--- config.mk ---
export PLATFORM = sky130hd
export DESIGN_NAME = multi_sig_acc
export DESIGN_NICKNAME = d
export VERILOG_FILES = /design/src/rtl/sig_sat_add.sv /design/src/rtl/multi_sig_acc.sv
export SDC_FILE = /design/constraint.sdc
export NUM_CORES = 1
export LEC_CHECK = 0
export CORE_ASPECT_RATIO = 0.7
export CORE_MARGIN = 2
export CORE_UTILIZATION = 45
export CTS_CLUSTER_DIAMETER = 50
export DETAILED_ROUTE_END_ITERATION = 6
export HOLD_SLACK_MARGIN = 0.1
export PLACE_DENSITY = 0.62
export REMOVE_ABC_BUFFERS = 1
export SLEW_MARGIN = 20
export SYNTH_ARGS = -nofsm -noshare
export SYNTH_HDL_FRONTEND = slang
export SYNTH_SLANG_ARGS = --single-unit
--- constraint.sdc ---
create_clock -name clk -period 8.25 [get_ports clk]
set_input_delay 1.65 -clock clk [delete_from_list [all_inputs] [get_ports clk]]
set_output_delay 1.65 -clock clk [all_outputs]
set_load 0.1 [all_outputs]
--- src/rtl/sig_sat_add.sv ---
// Combinational signed adder with one guard bit; clamps or wraps on overflow.
module sig_sat_add #(
  parameter int                WIDTH    = 32,
  parameter int                SATURATE = 1,
  parameter logic [WIDTH-1:0]  SAT_MAX  = {1'b0, {(WIDTH-1){1'b1}}},
  parameter logic [WIDTH-1:0]  SAT_MIN  = {1'b1, {(WIDTH-1){1'b0}}}
) (
  input  logic [WIDTH-1:0] a_i,
  input  logic [WIDTH-1:0] b_i,
  output logic [WIDTH-1:0] sum_o,
  output logic             ovf_o
);
  logic [WIDTH:0] sum_full_s;

  assign sum_full_s = {a_i[WIDTH-1], a_i} + {b_i[WIDTH-1], b_i};
  assign ovf_o      = sum_full_s[WIDTH] ^ sum_full_s[WIDTH-1];

  // Select clamped or wrapped result.
  always_comb begin
    sum_o = sum_full_s[WIDTH-1:0];
    if (ovf_o && (SATURATE != 0)) begin
      sum_o = sum_full_s[WIDTH] ? SAT_MIN : SAT_MAX;
    end else begin
      sum_o = sum_full_s[WIDTH-1:0];
    end
  end
endmodule

--- src/rtl/multi_sig_acc.sv ---
// Interleaved multi-channel fixed-point accumulator; each honoured frame end
// snapshots all channel sums into a shadow bank that is streamed out one per cycle.
module multi_sig_acc #(
  parameter int DIN_WIDTH  = 16,
  parameter int DIN_INT    = 4,
  parameter int DOUT_WIDTH = 32,
  parameter int DOUT_INT   = 14,
  parameter int CHANNELS   = 4,
  parameter int SATURATE   = 1,
  localparam int CH_W      = (CHANNELS > 2) ? $clog2(CHANNELS) : 1
) (
  input  logic                  clk,
  input  logic                  rst,
  input  logic [DIN_WIDTH-1:0]  din,
  input  logic                  din_valid,
  input  logic                  last,
  output logic [DOUT_WIDTH-1:0] dout,
  output logic [CH_W-1:0]       dout_ch,
  output logic                  dout_valid,
  output logic                  dout_ovf
);
  localparam int DF    = DIN_WIDTH - DIN_INT;
  localparam int OF    = DOUT_WIDTH - DOUT_INT;
  localparam int SHIFT = OF - DF;
  localparam logic [DOUT_WIDTH-1:0] SAT_MAX = {1'b0, {(DOUT_WIDTH-1){1'b1}}};
  localparam logic [DOUT_WIDTH-1:0] SAT_MIN = {1'b1, {(DOUT_WIDTH-1){1'b0}}};
  localparam logic [CH_W-1:0]       LAST_CH = CH_W'(CHANNELS - 1);

  if ((DOUT_INT < DIN_INT) || (OF < DF) || (CHANNELS < 2)) begin : g_bad_cfg
    $error("multi_sig_acc: unsupported format or channel configuration");
  end

  typedef enum logic {ST_IDLE = 1'b0, ST_DUMP = 1'b1} state_e;

  state_e                 state_q, state_d;
  logic [CH_W-1:0]        dump_idx_q, dump_idx_d;
  logic [CH_W-1:0]        ch_cnt_q, ch_cnt_d;
  logic                   first_q, first_d;
  logic [DOUT_WIDTH-1:0]  acc_q     [CHANNELS];
  logic [DOUT_WIDTH-1:0]  shd_acc_q [CHANNELS];
  logic [CHANNELS-1:0]    ovf_q;
  logic [CHANNELS-1:0]    shd_ovf_q;
  logic [DOUT_WIDTH-1:0]  dout_q, dout_d;
  logic [CH_W-1:0]        dout_ch_q, dout_ch_d;
  logic                   dout_valid_q, dout_valid_d;
  logic                   dout_ovf_q, dout_ovf_d;

  logic [DOUT_WIDTH-1:0]  aligned_s;
  logic [DOUT_WIDTH-1:0]  add_b_s;
  logic [DOUT_WIDTH-1:0]  sum_s;
  logic                   sat_ovf_s;
  logic                   ovf_new_s;
  logic                   honoured_s;

  assign aligned_s  = DOUT_WIDTH'($signed(din)) << SHIFT;
  assign add_b_s    = first_q ? '0 : acc_q[ch_cnt_q];
  assign ovf_new_s  = sat_ovf_s | (~first_q & ovf_q[ch_cnt_q]);
  assign honoured_s = din_valid && last && (ch_cnt_q == LAST_CH);

  sig_sat_add #(
    .WIDTH    (DOUT_WIDTH),
    .SATURATE (SATURATE),
    .SAT_MAX  (SAT_MAX),
    .SAT_MIN  (SAT_MIN)
  ) u_add (
    .a_i   (aligned_s),
    .b_i   (add_b_s),
    .sum_o (sum_s),
    .ovf_o (sat_ovf_s)
  );

  // Channel pointer and first-round flag; the flag only drops once a full round completes.
  always_comb begin
    ch_cnt_d = ch_cnt_q;
    first_d  = first_q;
    if (din_valid) begin
      ch_cnt_d = (ch_cnt_q == LAST_CH) ? '0 : ch_cnt_q + CH_W'(1);
      first_d  = (ch_cnt_q == LAST_CH) ? honoured_s : first_q;
    end else begin
      ch_cnt_d = ch_cnt_q;
      first_d  = first_q;
    end
  end

  // Accumulator bank and sticky per-channel overflow flags.
  always_ff @(posedge clk) begin
    if (rst) begin
      ovf_q <= '0;
    end else if (din_valid) begin
      acc_q[ch_cnt_q] <= sum_s;
      ovf_q[ch_cnt_q] <= ovf_new_s;
    end
  end

  // Shadow snapshot, including the last channel's update landing on the same edge.
  always_ff @(posedge clk) begin
    if (honoured_s) begin
      for (int i = 0; i < CHANNELS - 1; i++) begin
        shd_acc_q[i] <= acc_q[i];
        shd_ovf_q[i] <= ovf_q[i];
      end
      shd_acc_q[CHANNELS-1] <= sum_s;
      shd_ovf_q[CHANNELS-1] <= ovf_new_s;
    end
  end

  // Dump sequencer and registered output selection.
  always_comb begin
    state_d      = state_q;
    dump_idx_d   = dump_idx_q;
    dout_d       = '0;
    dout_ch_d    = '0;
    dout_valid_d = 1'b0;
    dout_ovf_d   = 1'b0;
    case (state_q)
      ST_IDLE: begin
        state_d    = honoured_s ? ST_DUMP : ST_IDLE;
        dump_idx_d = '0;
      end
      ST_DUMP: begin
        dout_d       = shd_acc_q[dump_idx_q];
        dout_ch_d    = dump_idx_q;
        dout_valid_d = 1'b1;
        dout_ovf_d   = shd_ovf_q[dump_idx_q];
        if (dump_idx_q == LAST_CH) begin
          state_d    = honoured_s ? ST_DUMP : ST_IDLE;
          dump_idx_d = '0;
        end else begin
          state_d    = ST_DUMP;
          dump_idx_d = dump_idx_q + CH_W'(1);
        end
      end
      default: begin
        state_d    = ST_IDLE;
        dump_idx_d = '0;
      end
    endcase
  end

  // Control and output registers.
  always_ff @(posedge clk) begin
    if (rst) begin
      state_q      <= ST_IDLE;
      dump_idx_q   <= '0;
      ch_cnt_q     <= '0;
      first_q      <= 1'b1;
      dout_q       <= '0;
      dout_ch_q    <= '0;
      dout_valid_q <= 1'b0;
      dout_ovf_q   <= 1'b0;
    end else begin
      state_q      <= state_d;
      dump_idx_q   <= dump_idx_d;
      ch_cnt_q     <= ch_cnt_d;
      first_q      <= first_d;
      dout_q       <= dout_d;
      dout_ch_q    <= dout_ch_d;
      dout_valid_q <= dout_valid_d;
      dout_ovf_q   <= dout_ovf_d;
    end
  end

  assign dout       = dout_q;
  assign dout_ch    = dout_ch_q;
  assign dout_valid = dout_valid_q;
  assign dout_ovf   = dout_ovf_q;
endmodule

==> results.py <==
metrics = {
    "global_route": {
        "grt_max_degree": 77,
        "grt_pass1_vias": 7345,
        "global_route.usage.total_pct": 18.7,
        "grt_antenna_before_repair": 1,
        "overflow": 0,
        "grt_first_pass_wirelength_um": 44000,
    },
    "placed_design": {
        "post-dp-hpwl_um": 18500,
        "gp_congestion": 0.863,
        "port_buffers": 55,
    },
    "logic_synthesis": {
        "synth-async-reset-ratio_pct": 0,
        "avgSynthCellArea_um2": 15.9,
        "synth_enable_flop_cells": 260,
        "netlist_area_um2": 13300,
        "yosysWarningCount": 0,
        "synth-seq-cells": 308,
        "netlist-cell-type-count": 65,
        "yosysSeqAreaShare_pct": 65.9,
        "synth-main-ff-cell": "sky130_fd_sc_hd__edfxtp_1",
        "syn_inst": 837,
    },
    "final_layout": {
        "drive_gt1_share_pct": 17.1,
        "layout.nets": 947,
        "areaGrowthSynthToFinish_pct": 15.7,
    },
    "die": {
        "top_level_pins": 56,
        "number_of_placement_rows": 52,
        "die_height_um": 148,
        "full_die_area_um2": 31000,
        "die_width_um": 210,
        "start_util_pct": 45.9,
        "floorplan.core_area_um2": 29000,
    },
    "worst_hold_path": {
        "min_path_type": "register to register",
        "hp-start": "acc_q[1][18]$_DFFE_PP_",
    },
    "clock_network": {
        "clk_latency_ns": 0.56,
        "cts_max_level": 1,
        "cts-root-to-sink-buffers": 3,
        "postCtsHoldBufs": 0,
        "clk_pin_slew_worst_paths_ns": 0.06,
        "cts_tree": "done",
        "clk_root_buffer_cell": "sky130_fd_sc_hd__clkbuf_16",
        "cts.sinks": 308,
        "tritoncts.num_buffers": 30,
        "cts_resized": 0,
        "post-cts-setup-buffer-count": 0,
    },
    "critical_path": {
        "worst-endpoint-required_ns": 8.52,
        "cp-start-kind": "register",
        "cp_slowest_cell": "sky130_fd_sc_hd__dfxtp_2",
        "crit_path_max_fanout": 20,
        "crit_path_cell_trace": "buf_4 > mux4_2 > nor2b_1 > ha_1 > a21oi_1 > o21ai_0 > nand3b_1 > o21ai_2 > a31oi_2 > buf_4 > nor2_1 > a221oi_1",
        "critical_path.endpoint_type": "register",
        "cp.buffers_inverters": 2,
        "path_class": "register to register",
        "worst_ep_arrival_time_ns": 5.76,
        "crit_path_max_incr_delay_ns": 0.76,
        "cpLargestDelayFamily": "compound AO/OA/AOI/OAI gates",
        "cp_common_cell": "sky130_fd_sc_hd__buf_4",
    },
    "routing": {
        "routed_wl_um": 28600,
        "num_vias": 7443,
        "drc": 0,
        "number_of_routed_nets_with_antenna_violations": 0,
        "drt-vias-per-instance": 5.74,
        "firstDrtPassIters": 5,
        "initialDrtViolationCount": 607,
        "detailed_route_wire_length_per_cell_um": 22.0,
    },
    "power_and_ir_drop": {
        "p_per_area_nw_per_um2": 223,
        "cellLeakagePower_uw": 0.00516,
        "vdd_ir_drop_max_v": 0.000139,
    },
    "sta": {
        "fin_crit_ns": 5.49,
        "fmax_mhz": 182,
        "fin_crit_sh_pct": 66.5,
        "hold_viol": 0,
        "clock-skew-final_ns": 0.0136,
        "slew_viol_final": 0,
        "rsz0062_at_grt": "false",
        "finalSetupTns_ns": 0,
        "fin_hold_ws_ns": 0.444,
        "timing_worst_slew_pin_value_ns": 0.976,
        "worst_case_headroom_to_the_max_slew_limit_pct": 34.8,
        "report.final.setup_viol": 0,
    },
    "outcome": {
        "outcome": "finished, final reports clean",
    },
    "run": {
        "cap_viol_max_count": 0,
    },
}
-- final cells by class --
type / count / area [um2]
Fill cell: 2354 / 13600
Multi-Input combinational cell: 469 / 4320
Clock buffer: 34 / 797
Antenna cell: 1 / 2.50
Clock inverter: 21 / 305
Sequential cell: 308 / 8770
Inverter: 14 / 55.1
Timing Repair Buffer: 72 / 678
Tap cell: 378 / 473
-- metrics by stage --
step                utilization, %  cell area, um2  instances  total power (uW)  setup WS, ns
global placement              49.3           14300       1241              1960          2.57
CTS                           53.1           15400       1296              3470          2.71
detailed placement            49.3           14300       1241              1970          2.40
finish                        53.1           15400       1297              3430          2.76
floorplan                        -           13100        791              1890          2.78
global route                  53.1           15400       1296              3550          2.28
-- registers in the layout, indices dropped and copies added (netlist names), 2 cells and up, named ones only --
signal	count
shd_acc_q	128
acc_q	128
dout_ch	2
shd_ovf_q	4
ovf_q	4
dump_idx_q	2
dout	32
ch_cnt_q	2
-- Yosys cell counts, drive strengths merged (3+ instances only) --
cell type  count  area [um2]
a22oi         12        90.1
nor2          28         105
ha            31         388
buf           19         109
nand4          5        31.3
and3           9        61.3
mux4          66        1490
nor2b         36         225
xor2           7        61.3
a211oi        10        75.1
a21o          15         113
nand3          9        45.0
or3            3        18.8
o211ai         6        45.0
o22ai         10        62.6
o21ai         47         254
a21oi         56         292
nand2         14        52.6
o21a           6        45.0
inv           13        48.8
a31oi          6        58.8
and2          39         244
clkbuf        27         101
edfxtp       260        7810
xnor2         13         121
a221oi         5        50.0
mux2i          3        30.0
nor3           4        20.0
dfxtp         48         961
-- cell usage in the layout, fill, tap and decap left out, drive strengths merged, types with 12 or more instances in the layout --
cell             n
edfxtp         260
mux4            66
a21oi           56
clkdlybuf4s50   55
dfxtp           48
o21ai           47
and2            39
nor2b           36
clkbuf          34
ha              31
nor2            28
buf             17
a21o            15
inv             15
nand2           14
xnor2           13
a22oi           12
clkinv          12
-- worst paths after layout --
check / endpoint / slack, ns / cells past startpoint
setup / recovery: acc_q[2][8]$_DFFE_PP_ / 2.76 / 12
hold / removal: shd_acc_q[1][18]$_DFFE_PP_ / 0.44 / 0
setup reg to reg: acc_q[2][8]$_DFFE_PP_ / 2.76 / 12
hold reg to reg: shd_acc_q[1][18]$_DFFE_PP_ / 0.44 / 0
-- per-layer routing --
metal	track usage (%)	vias up	wire length [um]	share of wire, %
met5	0	-	0	0
met2	29.0	185	13000	45
li1	-	3434	-	-
met4	3.01	0	393	1.4
met1	28.4	3793	13800	48
met3	3.02	31	1400	4.9
-- worst reg2reg max path, cell delays in order, from the launching register on --
cell	delay, ns
sky130_fd_sc_hd__dfxtp_2	0.76
sky130_fd_sc_hd__buf_4	0.49
sky130_fd_sc_hd__mux4_2	0.59
sky130_fd_sc_hd__nor2b_1	0.15
sky130_fd_sc_hd__ha_1	0.38
sky130_fd_sc_hd__a21oi_1	0.11
sky130_fd_sc_hd__o21ai_0	0.63
sky130_fd_sc_hd__nand3b_1	0.25
sky130_fd_sc_hd__o21ai_2	0.09
sky130_fd_sc_hd__a31oi_2	0.56
sky130_fd_sc_hd__buf_4	0.40
sky130_fd_sc_hd__nor2_1	0.16
sky130_fd_sc_hd__a221oi_1	0.62
-- cell families after synthesis --
kind of cell,share of synthesized area (%)
AOI/OAI and AO/OA,9.72
xor gates and xnor gates,1.37
adders and majority gates,3.21
buffers and inverters,1.97
DFF,65.9
muxes,11.4
and+or+nand+nor,6.48
-- where the power goes --
group,leakage [uW],internal [uW],switching (uW)
Combinational,0.00187,83.9,116
Clock,0.000539,917,579
Sequential,0.00274,1720,15.5
Total,0.00516,2720,711
(Power assumes the default switching activity.)
